[config.mk]
export PLATFORM = sky130hd
export DESIGN_NAME = fetch_phase
export DESIGN_NICKNAME = d
export VERILOG_FILES = /design/src/rtl/fetch_phase_pkg.sv /design/src/rtl/fetch_fifo.sv /design/src/rtl/fetch_phase.sv
export SDC_FILE = /design/constraint.sdc
export NUM_CORES = 1
export LEC_CHECK = 0
export CAP_MARGIN = 20
export CORE_ASPECT_RATIO = 0.8
export CORE_UTILIZATION = 45
export DETAILED_ROUTE_END_ITERATION = 7
export GPL_TIMING_DRIVEN = 1
export MAX_ROUTING_LAYER = met4
export PLACE_DENSITY = 0.76
export SLEW_MARGIN = 15
export SYNTH_ARGS = -nofsm -noshare
export SYNTH_HDL_FRONTEND = slang
export SYNTH_HIERARCHICAL = 1
export SYNTH_SLANG_ARGS = --single-unit
[constraint.sdc]
create_clock -name clk -period 7.45 [get_ports clk]
set_input_delay 1.8625 -clock clk [delete_from_list [all_inputs] [get_ports clk]]
set_output_delay 1.8625 -clock clk [all_outputs]
set_load 0.005 [all_outputs]
[src/rtl/fetch_phase_pkg.sv]
// Shared fetch-stage types and constants: NOP encoding, FSM states and the
// buffered {inst, pc} entry.
package fetch_phase_pkg;

  localparam int XLEN = 32;
  // Outstanding/drop counters; the memory must keep fewer than 2**CNT_W requests in flight.
  localparam int CNT_W = 8;

  localparam logic [XLEN-1:0] INST_NOP = 32'h0000_0013;

  typedef enum logic [1:0] {
    S_IDLE  = 2'd0,
    S_RUN   = 2'd1,
    S_DRAIN = 2'd2
  } fetch_state_e;

  typedef struct packed {
    logic [XLEN-1:0] inst;
    logic [XLEN-1:0] pc;
  } fetch_entry_t;

endpackage

[src/rtl/fetch_fifo.sv]
// Small synchronous FIFO of fetch_entry_t with flush and occupancy count.
// The head entry is visible combinationally so decode sees it without a bubble.
module fetch_fifo
  import fetch_phase_pkg::*;
#(
  parameter int DEPTH = 2,
  localparam int AW = $clog2(DEPTH),
  localparam int CW = AW + 1
) (
  input  logic         clk,
  input  logic         rst,
  input  logic         flush,
  input  logic         push,
  input  fetch_entry_t push_data,
  input  logic         pop,
  output fetch_entry_t head,
  output logic [CW-1:0] count,
  output logic         empty,
  output logic         full
);

  fetch_entry_t mem [DEPTH];
  logic [AW-1:0] wr_ptr_reg;
  logic [AW-1:0] rd_ptr_reg;
  logic [CW-1:0] count_reg;
  logic          do_push;
  logic          do_pop;

  assign empty   = (count_reg == '0);
  assign full    = (count_reg == CW'(DEPTH));
  assign count   = count_reg;
  assign do_pop  = pop && !empty;
  // A full FIFO still accepts a push when the head leaves in the same cycle.
  assign do_push = push && (!full || do_pop);
  assign head    = mem[rd_ptr_reg];

  always_ff @(posedge clk) begin
    if (do_push) begin
      mem[wr_ptr_reg] <= push_data;
    end
  end

  always_ff @(posedge clk or posedge rst) begin
    if (rst) begin
      wr_ptr_reg <= '0;
      rd_ptr_reg <= '0;
      count_reg  <= '0;
    end else if (flush) begin
      wr_ptr_reg <= '0;
      rd_ptr_reg <= '0;
      count_reg  <= '0;
    end else begin
      if (do_push) begin
        wr_ptr_reg <= wr_ptr_reg + AW'(1);
      end
      if (do_pop) begin
        rd_ptr_reg <= rd_ptr_reg + AW'(1);
      end
      count_reg <= count_reg + CW'(do_push) - CW'(do_pop);
    end
  end

endmodule

[src/rtl/fetch_phase.sv]
// Instruction-fetch stage: owns the PC, issues credit-limited imem requests,
// buffers responses for decode and drops wrong-path data after redirects.
// Optional macro FETCH_BYPASS_EN forwards a response straight to decode when the buffer is empty.
module fetch_phase
  import fetch_phase_pkg::*;
#(
  parameter int               WIDTH      = 32,
  parameter logic [WIDTH-1:0] RESET_PC   = 32'h0000_0000,
  parameter int               FIFO_DEPTH = 2
) (
  input  logic             clk,
  input  logic             rst,
  output logic             imem_req_valid,
  input  logic             imem_req_ready,
  output logic [WIDTH-1:0] imem_req_addr,
  input  logic             imem_rsp_valid,
  input  logic [WIDTH-1:0] imem_rsp_data,
  input  logic             redirect_valid,
  input  logic [WIDTH-1:0] redirect_pc,
  output logic             inst_valid,
  input  logic             inst_ready,
  output logic [WIDTH-1:0] inst,
  output logic [WIDTH-1:0] inst_pc
);

  localparam int CW = $clog2(FIFO_DEPTH) + 1;

  fetch_state_e     state_reg, state_next;
  logic [WIDTH-1:0] pc_reg, pc_next;
  logic [CNT_W-1:0] outstanding_reg, outstanding_next;
  logic [CNT_W-1:0] drop_reg, drop_next;
  logic [WIDTH-1:0] inst_pc_last_reg;

  fetch_entry_t  buf_head, buf_push_data;
  fetch_entry_t  tag_head, tag_push_data;
  logic [CW-1:0] buf_count, tag_count;
  logic          buf_empty, buf_full, tag_empty, tag_full;
  logic          buf_push, buf_pop, tag_pop;
  logic          req_fire, rsp_live, bypass;
  logic [CNT_W:0] credit_used;
  logic          unused_signals;

  // Live requests plus buffered entries must stay below the buffer depth so
  // every live response is guaranteed a slot.
  assign credit_used    = {1'b0, outstanding_reg - drop_reg} + (CNT_W + 1)'(buf_count);
  assign imem_req_valid = (state_reg != S_IDLE) && !redirect_valid &&
                          (credit_used < (CNT_W + 1)'(FIFO_DEPTH));
  assign imem_req_addr  = pc_reg;
  assign req_fire       = imem_req_valid && imem_req_ready;

  assign rsp_live = imem_rsp_valid && (drop_reg == '0) && !redirect_valid;
  assign tag_pop  = imem_rsp_valid && (drop_reg == '0);

`ifdef FETCH_BYPASS_EN
  assign bypass = buf_empty && rsp_live;
`else
  assign bypass = 1'b0;
`endif

  assign buf_push      = rsp_live && !(bypass && inst_ready);
  assign buf_pop       = !buf_empty && inst_ready;
  assign buf_push_data = '{inst: imem_rsp_data, pc: tag_head.pc};
  assign tag_push_data = '{inst: '0, pc: pc_reg};

  assign inst_valid = !buf_empty || bypass;

  always_comb begin
    inst    = INST_NOP;
    inst_pc = inst_pc_last_reg;
    if (bypass) begin
      inst    = imem_rsp_data;
      inst_pc = tag_head.pc;
    end else if (!buf_empty) begin
      inst    = buf_head.inst;
      inst_pc = buf_head.pc;
    end
  end

  always_comb begin
    state_next       = state_reg;
    pc_next          = pc_reg;
    outstanding_next = outstanding_reg + CNT_W'(req_fire) - CNT_W'(imem_rsp_valid);
    drop_next        = drop_reg;
    if (redirect_valid) begin
      pc_next   = {redirect_pc[WIDTH-1:2], 2'b00};
      // Everything still in flight after this cycle's response is wrong-path.
      drop_next = outstanding_reg - CNT_W'(imem_rsp_valid);
    end else begin
      if (req_fire) begin
        pc_next = pc_reg + WIDTH'(4);
      end
      if (imem_rsp_valid && (drop_reg != '0)) begin
        drop_next = drop_reg - CNT_W'(1);
      end
    end
    case (state_reg)
      S_IDLE:  state_next = S_RUN;
      S_RUN,
      S_DRAIN: state_next = (drop_next != '0) ? S_DRAIN : S_RUN;
      default: state_next = S_IDLE;
    endcase
  end

  always_ff @(posedge clk or posedge rst) begin
    if (rst) begin
      state_reg        <= S_IDLE;
      pc_reg           <= RESET_PC;
      outstanding_reg  <= '0;
      drop_reg         <= '0;
      inst_pc_last_reg <= '0;
    end else begin
      state_reg       <= state_next;
      pc_reg          <= pc_next;
      outstanding_reg <= outstanding_next;
      drop_reg        <= drop_next;
      if (inst_valid) begin
        inst_pc_last_reg <= inst_pc;
      end
    end
  end

  fetch_fifo #(.DEPTH(FIFO_DEPTH)) u_inst_buf (
    .clk       (clk),
    .rst       (rst),
    .flush     (redirect_valid),
    .push      (buf_push),
    .push_data (buf_push_data),
    .pop       (buf_pop),
    .head      (buf_head),
    .count     (buf_count),
    .empty     (buf_empty),
    .full      (buf_full)
  );

  // Tracks addresses of live requests; only the pc field is meaningful.
  fetch_fifo #(.DEPTH(FIFO_DEPTH)) u_tag_queue (
    .clk       (clk),
    .rst       (rst),
    .flush     (redirect_valid),
    .push      (req_fire),
    .push_data (tag_push_data),
    .pop       (tag_pop),
    .head      (tag_head),
    .count     (tag_count),
    .empty     (tag_empty),
    .full      (tag_full)
  );

  assign unused_signals = ^{tag_head.inst, tag_count, tag_empty, tag_full, buf_full, redirect_pc[1:0]};

endmodule

==> results of run 1 <==
==> worst max-delay path, cell delays in order (launching register included) <==
cell                              delay, ns
sky130_fd_sc_hd__dfrtp_1               0.38
sky130_fd_sc_hd__inv_1                 0.11
sky130_fd_sc_hd__ha_1                  0.17
sky130_fd_sc_hd__inv_1                 0.05
sky130_fd_sc_hd__fa_1                  0.49
sky130_fd_sc_hd__fa_1                  0.54
sky130_fd_sc_hd__a2111oi_2             0.27
sky130_fd_sc_hd__o211ai_2              0.21
sky130_fd_sc_hd__nor3b_4               0.39
sky130_fd_sc_hd__and2_1                0.22
sky130_fd_sc_hd__clkdlybuf4s50_1       0.51
==> per-stage QoR <==
| step | hold WS (ns) | instance area (sq um) |
|---|---|---|
| floorplan | 0.474 | 12900 |
| global placement | 0.481 | 14800 |
| detailed placement | 0.487 | 14800 |
| CTS | 0.501 | 15800 |
| global route | 0.504 | 15800 |
| finish | 0.500 | 15800 |
==> cell type report <==
class                      count  area (sq um)  area share
clock inverter                17           208      0.0131
timing repair buffer         174          1730       0.109
inverter                      48           181      0.0115
clock buffer                  35           748      0.0473
sequential                   280          7970       0.504
tap                          364           455      0.0288
multi-input combinational    551          4530       0.286
==> routing by layer <==
| metal | vias to the layer above | part of all wire | wire length [um] |
|---|---|---|---|
| met4 | 0 | 0.016 | 420 |
| li1 | 3702 | - | - |
| met3 | 37 | 0.060 | 1560 |
| met1 | 3820 | 0.48 | 12500 |
| met2 | 219 | 0.45 | 11600 |
| met5 | - | 0 | 0 |
==> power by group through the flow <==
stage	sequential [mW]	combinational (mW)	clock [mW]
6_report	1.86	0.846	1.45
4_1_cts	1.85	0.842	1.48
3_3_place_gp	1.88	0.804	0
3_5_place_dp	1.89	0.834	0
2_1_floorplan	1.85	0.624	0
5_1_grt	1.87	0.951	1.55
==> path summary, 6_finish.rpt <==
kind | start | endpoint | slack [ns] | depth (start not counted)
worst max-delay path | outstanding_reg[0]$_DFF_PP0_ | imem_req_valid | 1.71 | 10
worst min-delay path | inst_pc_last_reg[30]$_DFFE_PP0N_ | inst_pc_last_reg[30]$_DFFE_PP0N_ | 0.50 | 1
worst max register to register | outstanding_reg[0]$_DFF_PP0_ | outstanding_reg[6]$_DFF_PP0_ | 2.99 | 19
worst min register to register | inst_pc_last_reg[30]$_DFFE_PP0N_ | inst_pc_last_reg[30]$_DFFE_PP0N_ | 0.50 | 1
max in group asynchronous | rst | imem_req_addr[13]$_DFFE_PP0N_ | 4.51 | 3
min in group asynchronous | rst | u_inst_buf/wr_ptr_reg$_DFFE_PP0P_ | 1.64 | 2
==> flow_metrics.tcl, run 1 <==
set metrics [dict create \
    first_iter_violations 437 \
    nFillCells 2190 \
    clock_path_buffers 3 \
    grt_setup_unrepaired "no" \
    initial_core_util 0.465 \
    finalClockSkew_ns 0.0129 \
    power_report.internal_total_mw 3.01 \
    design.final.nets 1185 \
    power_frac_comb 0.204 \
    numPortBuffers 163 \
    flow.area_growth_from_synthesis_pct 23.1 \
    maxCapViolCount 0 \
    finish.utilization 0.572 \
    post_synth_inst_count 913 \
    die_y_um 153 \
    power.ir.vdd_worst_uv 216 \
    grt_pass1_wl_um 41600 \
    crit_required_ns 5.59 \
    max_ffs_per_register 128 \
    fmaxAchievable_mhz 174 \
    power.share.clock 0.349 \
    start_kind "flip-flop" \
    layout_commonest_cell "sky130_fd_sc_hd__edfxtp_1" \
    cts_tree "yes" \
    synthesis.yosys.warnings 6 \
    met3_usage 0.0266 \
    final-hold-violation-count 0 \
    cts_hold_buf 0 \
    switching_share 0.274 \
    outcome "complete, no violations" \
    wl_per_cell_um 17.7 \
    drtPass1Iterations 5 \
    first_global_vias 7634 \
    clk_latency_ns 0.54 \
    global_route.overflow_total 0 \
    syn-mean-instance-area_sq_um 14.1 \
    core_area_sq_um 27600 \
    grt.met1_usage 0.276 \
    numCtsBuffers 28 \
    cts_max_level 1 \
    die-width_um 191 \
    cellLeakagePower_nw 6.04 \
    place_hpwl_um 17400 \
    drive_above_1_share 0.144 \
    endpoint_kind "output pin" \
    cts.repair_timing.setup_buffer_count 0 \
    drt_wl_total_um 26100 \
    n_antenna_cell 0 \
    crit_arrival_ns 3.88 \
    placed_cells_incl_taps 1416 \
    min_period_over_period 0.771 \
    layout_setup_ws_ns 1.71 \
    timing.final.max_slew_violations 0 \
    total_switching_power_mw 1.14 \
    worst_path_clk_slew_ns 0.06 \
    holdCritPathClass "reg2reg" \
    ctsResizeCount 0 \
    number_of_clock_sinks_seen_by_cts 280 \
    detail_route.vias_per_cell 5.29 \
    placement.setup.worst_slack_ns 1.98 \
    vias 7778 \
    cts_root_buf "sky130_fd_sc_hd__clkbuf_16" \
    worst-slew-pin-transition_ns 0.974 \
    placementRows 54 \
    largest_net_degree_at_the_start_of_global_routing 65 \
    summed_negative_setup_slack_over_all_endpoints_ns 0 \
    dieArea_sq_um 29200 \
    grt.met2_usage 0.274 \
    critical_path_class "reg2out" \
    grt-busiest-layer "met1" \
    critical_path.max_fanout 6 \
    power.share.sequential 0.447 \
    number_of_antenna_violations_at_the_first_check_in_global_routing 0 \
    global_route_usage_over_all_layers 0.186 \
    boundary_pins 168 \
    count_of_unresolved_drc_violations_after_routing 0 \
    post_synthesis_instance_area_sq_um 12900 \
    finalWorstPathRequiredPeriod_ns 5.74 \
    place_congestion 0.915 \
    setup_viol 0 \
    timing.slew.headroom 0.351 \
    power.density_cell_area_nw_per_um2 263 \
    p_total_mw 4.15 \
    leading_cell_types_in_the_layout_fill_and_taps_excluded "192 x sky130_fd_sc_hd__edfxtp_1, 162 x sky130_fd_sc_hd__clkdlybuf4s50_1, 87 x sky130_fd_sc_hd__dfrtp_1" \
    ant_nets 0 \
    finalNonFillerCells 1469 \
]
Power figures use the tool's default switching activity.
==> inputs of run 2 (changes only) <==
Clock period 7.45 ns to 5.7 ns, I/O delays scaled along.
==> run 2 against run 1 <==
Routed wire length increased by 1.7%. Via count increased by 0.50%. Core utilization about the same. Critical endpoint unchanged. Largest cell class unchanged. Clock skew decreased by 0.0037 ns.
==> flow_metrics.tcl, run 2 (synthesis results as in run 1) <==
set metrics [dict create \
    power.share.sequential 0.446 \
    endpoint_kind "output pin" \
    worst_path_clk_slew_ns 0.06 \
    timing.slew.headroom 0.336 \
    number_of_antenna_violations_at_the_first_check_in_global_routing 0 \
    timing.critical_path.depth 10 \
    multi_input_area_sq_um 4530 \
    layout_setup_ws_ns 0.349 \
    global_route_usage_over_all_layers 0.190 \
    grt_setup_unrepaired "no" \
    critical_path.max_fanout 6 \
    number_of_clock_sinks_seen_by_cts 280 \
    worst-slew-pin-transition_ns 0.993 \
    max_ffs_per_register 128 \
    largest_net_degree_at_the_start_of_global_routing 99 \
    cts_hold_buf 0 \
    buf_inv_stages_crit_path 3 \
    placementRows 54 \
    crit-reg2reg-capture "outstanding_reg[6]$_DFF_PP0_" \
    total_switching_power_mw 1.50 \
    min_period_over_period 0.939 \
    clock_path_buffers 3 \
    hold_path_depth 1 \
    power.ir.vdd_worst_uv 278 \
    power_frac_comb 0.206 \
    outcome "complete, no violations" \
    numCtsBuffers 28 \
    power.density_cell_area_nw_per_um2 343 \
    grt_pass1_wl_um 42800 \
    wl_per_cell_um 18.0 \
    combined_flip_flop_and_latch_cell_area_sq_um 7970 \
    crit_required_ns 4.28 \
    p_total_mw 5.43 \
    count_of_unresolved_drc_violations_after_routing 0 \
    switching_share 0.277 \
    power_report.internal_total_mw 3.93 \
    slowest_stage "sky130_fd_sc_hd__fa_1" \
    place_congestion 0.822 \
    hold_critical_path_endpoint "inst_pc_last_reg[6]$_DFFE_PP0N_" \
    die_y_um 153 \
    holdCritPathClass "reg2reg" \
    place_hpwl_um 17700 \
    nFillCells 2152 \
    detail_route.vias_per_cell 5.32 \
    cts.repair_timing.setup_buffer_count 0 \
    initial_core_util 0.465 \
    n_antenna_cell 0 \
    crit_arrival_ns 3.93 \
    boundary_pins 168 \
    start_kind "flip-flop" \
    critical-path-top-delay-family "adder cells" \
    worstReg2RegStart "outstanding_reg[0]$_DFF_PP0_" \
    cts_tree "yes" \
    final.hold.worst_slack_ns 0.499 \
    rr_worst_depth 19 \
    summed_negative_setup_slack_over_all_endpoints_ns 0 \
    critical_path_class "reg2out" \
    ant_nets 0 \
    cts_root_buf "sky130_fd_sc_hd__clkbuf_16" \
    reg2reg_setup_slack_ns 1.18 \
    layout_commonest_cell "sky130_fd_sc_hd__edfxtp_1" \
    maxCapViolCount 0 \
    hp_start "inst_pc_last_reg[6]$_DFFE_PP0N_" \
    numPortBuffers 163 \
    vias 7817 \
    power.share.clock 0.347 \
    setup_viol 0 \
    cellLeakagePower_nw 6.06 \
    cts_max_level 1 \
    first_global_vias 7943 \
    clk_latency_ns 0.54 \
    cp_cell_sequence "inv_1, ha_1, inv_1, fa_1, fa_1, a2111oi_2, o211ai_2, nor3b_4, and2_1, clkdlybuf4s50_1" \
    drt_wl_total_um 26500 \
    leading_cell_types_in_the_layout_fill_and_taps_excluded "192 x sky130_fd_sc_hd__edfxtp_1, 162 x sky130_fd_sc_hd__clkdlybuf4s50_1, 87 x sky130_fd_sc_hd__dfrtp_1" \
    finalClockSkew_ns 0.00922 \
    final-hold-violation-count 0 \
    flow.area_growth_from_synthesis_pct 23.1 \
    drive_above_1_share 0.150 \
    max_stage_delay_ns 0.55 \
    ctsResizeCount 0 \
    core_area_sq_um 27600 \
    finish.utilization 0.573 \
    global_route.overflow_total 0 \
    finalWorstPathRequiredPeriod_ns 5.35 \
    placement.setup.worst_slack_ns 0.966 \
    design.final.nets 1185 \
    drtPass1Iterations 5 \
    fmaxAchievable_mhz 187 \
    timing.final.max_slew_violations 0 \
    die-width_um 191 \
    dieArea_sq_um 29200 \
    first_iter_violations 451 \
]
## run 2: metrics by stage
step / instances / cell area, sq um
floorplan: 918 / 12900
global placement: 1417 / 14900
detailed placement: 1417 / 14900
CTS: 1469 / 15800
global route: 1469 / 15800
finish: 1469 / 15800
## run 2: cell type report
cell class	count	area share
sequential	280	0.504
multi-input combinational	551	0.286
timing repair buffer	174	0.109
clock buffer	41	0.0545
tap	364	0.0288
inverter	48	0.0115
clock inverter	11	0.00680
## run 2: layer usage
layer | GRT usage | routed length [um] | up-vias
met5 | - | 0 | -
met4 | 0.0450 | 410 | 0
met3 | 0.0280 | 1610 | 35
met2 | 0.281 | 11700 | 251
met1 | 0.275 | 12800 | 3832
li1 | - | - | 3699
## run 2: power groups by stage
| stage | combinational, mW | clock, mW | sequential [mW] |
|---|---|---|---|
| finish | 1.12 | 1.89 | 2.42 |
| global route | 1.26 | 2.00 | 2.44 |
| CTS | 1.12 | 1.93 | 2.42 |
| detailed placement | 1.10 | 0 | 2.46 |
| global placement | 1.05 | 0 | 2.45 |
| floorplan | 0.815 | 0 | 2.41 |
## run 2: worst reg2reg max path: stages, from the launching register on
cell and delay [ns]:
sky130_fd_sc_hd__dfrtp_1 0.38, sky130_fd_sc_hd__inv_1 0.11, sky130_fd_sc_hd__ha_1 0.19, sky130_fd_sc_hd__inv_1 0.06, sky130_fd_sc_hd__fa_1 0.50, sky130_fd_sc_hd__fa_1 0.55
sky130_fd_sc_hd__a2111oi_2 0.28, sky130_fd_sc_hd__o211ai_2 0.21, sky130_fd_sc_hd__nor2_1 0.13, sky130_fd_sc_hd__nand3_1 0.22, sky130_fd_sc_hd__ha_1 0.37, sky130_fd_sc_hd__inv_1 0.04
sky130_fd_sc_hd__ha_1 0.20, sky130_fd_sc_hd__fa_1 0.41, sky130_fd_sc_hd__a21oi_1 0.16, sky130_fd_sc_hd__nor2_1 0.05, sky130_fd_sc_hd__nor2_1 0.14, sky130_fd_sc_hd__o21ai_0 0.10
sky130_fd_sc_hd__a21oi_1 0.18, sky130_fd_sc_hd__xor2_1 0.16
## run 2: worst max path at each step
stage	from	end
3_5_place_dp	outstanding_reg[0]$_DFF_PP0_	imem_req_valid
3_3_place_gp	outstanding_reg[0]$_DFF_PP0_	imem_req_valid
4_1_cts	outstanding_reg[0]$_DFF_PP0_	imem_req_valid
5_1_grt	outstanding_reg[0]$_DFF_PP0_	imem_req_valid
2_1_floorplan	redirect_valid	u_inst_buf/mem[0][0]$_DFFE_PP_
6_report	outstanding_reg[0]$_DFF_PP0_	imem_req_valid
==> inputs of run 3 (changes only) <==
Settings changed: CTS_BUF_LIST from default to sky130_fd_sc_hd__clkbuf_4.
==> run 3 against run 2 <==
Sequential cell count unchanged. Routed wire length increased by 1.9%. Total power decreased by 3.3%. Clock power decreased by 9.5%. Design area decreased by 0.21%. Worst hold slack improved by 0.0027 ns. Sequential share of layout area increased by 0.11 points. Critical path type unchanged. Register-to-register slack about the same. Die area unchanged. Critical path depth unchanged. Largest cell class unchanged.
==> flow_metrics.tcl, run 3 (synthesis results as in run 1) <==
set metrics [dict create \
    placed_cells_incl_taps 1417 \
    holdCritPathClass "reg2reg" \
    worst-slew-pin-transition_ns 1.02 \
    cts_hold_buf 0 \
    worst_path_clk_slew_ns 0.06 \
    global_route.overflow_total 0 \
    numPortBuffers 163 \
    flow.area_growth_from_synthesis_pct 22.9 \
    core_area_sq_um 27600 \
    numCtsBuffers 75 \
    fmaxAchievable_mhz 183 \
    vias 8120 \
    buf_inv_stages_crit_path 3 \
    cp_cell_sequence "inv_1, ha_1, inv_1, fa_1, fa_1, a2111oi_2, o211ai_2, nor3b_4, and2_1, clkdlybuf4s50_1" \
    max_ffs_per_register 128 \
    die-width_um 191 \
    clock_path_buffers 3 \
    boundary_pins 168 \
    ant_nets 0 \
    setup_viol 0 \
    power.density_cell_area_nw_per_um2 332 \
    dieArea_sq_um 29200 \
    drtPass1Iterations 5 \
    layout_commonest_cell "sky130_fd_sc_hd__edfxtp_1" \
    grt_pass1_wl_um 43900 \
    dpl_cell_area_sq_um 14900 \
    endpoint_kind "output pin" \
    ctsResizeCount 0 \
    cts_root_buf "sky130_fd_sc_hd__clkbuf_4" \
    crit_arrival_ns 4.05 \
    count_of_unresolved_drc_violations_after_routing 0 \
    grt_setup_unrepaired "no" \
    cts.repair_timing.setup_buffer_count 0 \
    summed_negative_setup_slack_over_all_endpoints_ns 0 \
    cts_tree "yes" \
    critical_path.max_fanout 6 \
    maxCapViolCount 0 \
    number_of_clock_sinks_seen_by_cts 280 \
    final.hold.worst_slack_ns 0.501 \
    timing.slew.headroom 0.317 \
    detail_route.vias_per_cell 5.22 \
    crit_required_ns 4.28 \
    finalNonFillerCells 1555 \
    leading_cell_types_in_the_layout_fill_and_taps_excluded "192 x sky130_fd_sc_hd__edfxtp_1, 162 x sky130_fd_sc_hd__clkdlybuf4s50_1, 110 x sky130_fd_sc_hd__clkbuf_4" \
    design.final.nets 1232 \
    largest_net_degree_at_the_start_of_global_routing 99 \
    number_of_antenna_violations_at_the_first_check_in_global_routing 1 \
    critical_path_class "reg2out" \
    cellLeakagePower_nw 6.14 \
    slowest_stage "sky130_fd_sc_hd__fa_1" \
    final_instance_area_sq_um 15800 \
    global_route_usage_over_all_layers 0.198 \
    initial_core_util 0.465 \
    critical-path-top-delay-family "adder cells" \
    min_period_over_period 0.961 \
    outcome "complete, no violations" \
    power.ir.vdd_worst_uv 282 \
    placementRows 54 \
    drt_wl_total_um 27000 \
    place_congestion 0.822 \
    first_global_vias 8409 \
    finalClockSkew_ns 0.0622 \
    nFillCells 2196 \
    final-hold-violation-count 0 \
    place_hpwl_um 17700 \
    clk_latency_ns 0.68 \
    finalWorstPathRequiredPeriod_ns 5.47 \
    die_y_um 153 \
    cts_max_level 3 \
    max_stage_delay_ns 0.55 \
    first_iter_violations 500 \
    timing.final.max_slew_violations 0 \
    drive_above_1_share 0.197 \
    start_kind "flip-flop" \
    wl_per_cell_um 17.4 \
]
## run 3: path summary, 6_finish.rpt
kind | start | endpoint | slack [ns] | cells after the start
min reg2reg | inst_pc_last_reg[4]$_DFFE_PP0N_ | inst_pc_last_reg[4]$_DFFE_PP0N_ | 0.50 | 1
max | outstanding_reg[0]$_DFF_PP0_ | imem_req_valid | 0.23 | 10
max in group asynchronous | rst | imem_req_addr[12]$_DFFE_PP0N_ | 3.37 | 3
min in group asynchronous | rst | u_inst_buf/count[1]$_DFF_PP0_ | 1.06 | 2
max reg2reg | outstanding_reg[0]$_DFF_PP0_ | outstanding_reg[6]$_DFF_PP0_ | 1.18 | 19
min | inst_pc_last_reg[4]$_DFFE_PP0N_ | inst_pc_last_reg[4]$_DFFE_PP0N_ | 0.50 | 1
## run 3: report_power, final
part | leakage, nW | internal, mW | switching (mW) | total [mW]
logic | 2.72 | 0.504 | 0.615 | 1.12
clock network | 0.564 | 0.890 | 0.816 | 1.71
registers | 2.86 | 2.28 | 0.140 | 2.42
## run 3: metrics by stage
stage | worst slack, ns | total power, mW | util
after floorplan | -0.158 | 3.23 | -
after global placement | 1.06 | 3.51 | 0.538
after detailed placement | 0.966 | 3.56 | 0.538
after CTS | 0.157 | 5.31 | 0.571
after global routing | 0.0316 | 5.57 | 0.571
final | 0.225 | 5.25 | 0.571
## run 3: layout make-up
| type | count | area, sq um | share of cell area |
|---|---|---|---|
| Antenna cell | 1 | 2.50 | 0.000158 |
| Sequential cell | 280 | 7970 | 0.505 |
| Multi-Input combinational cell | 551 | 4530 | 0.287 |
| Clock inverter | 27 | 108 | 0.00681 |
| Clock buffer | 110 | 826 | 0.0523 |
| Tap cell | 364 | 455 | 0.0288 |
| Timing Repair Buffer | 174 | 1720 | 0.109 |
| Inverter | 48 | 181 | 0.0115 |
## run 3: per-layer routing
| metal | vias up | track usage | routed length [um] |
|---|---|---|---|
| met5 | - | - | 0 |
| met4 | 0 | 0.0720 | 422 |
| met3 | 39 | 0.0450 | 1640 |
| met2 | 254 | 0.283 | 11900 |
| met1 | 3985 | 0.274 | 13000 |
| li1 | 3842 | - | - |
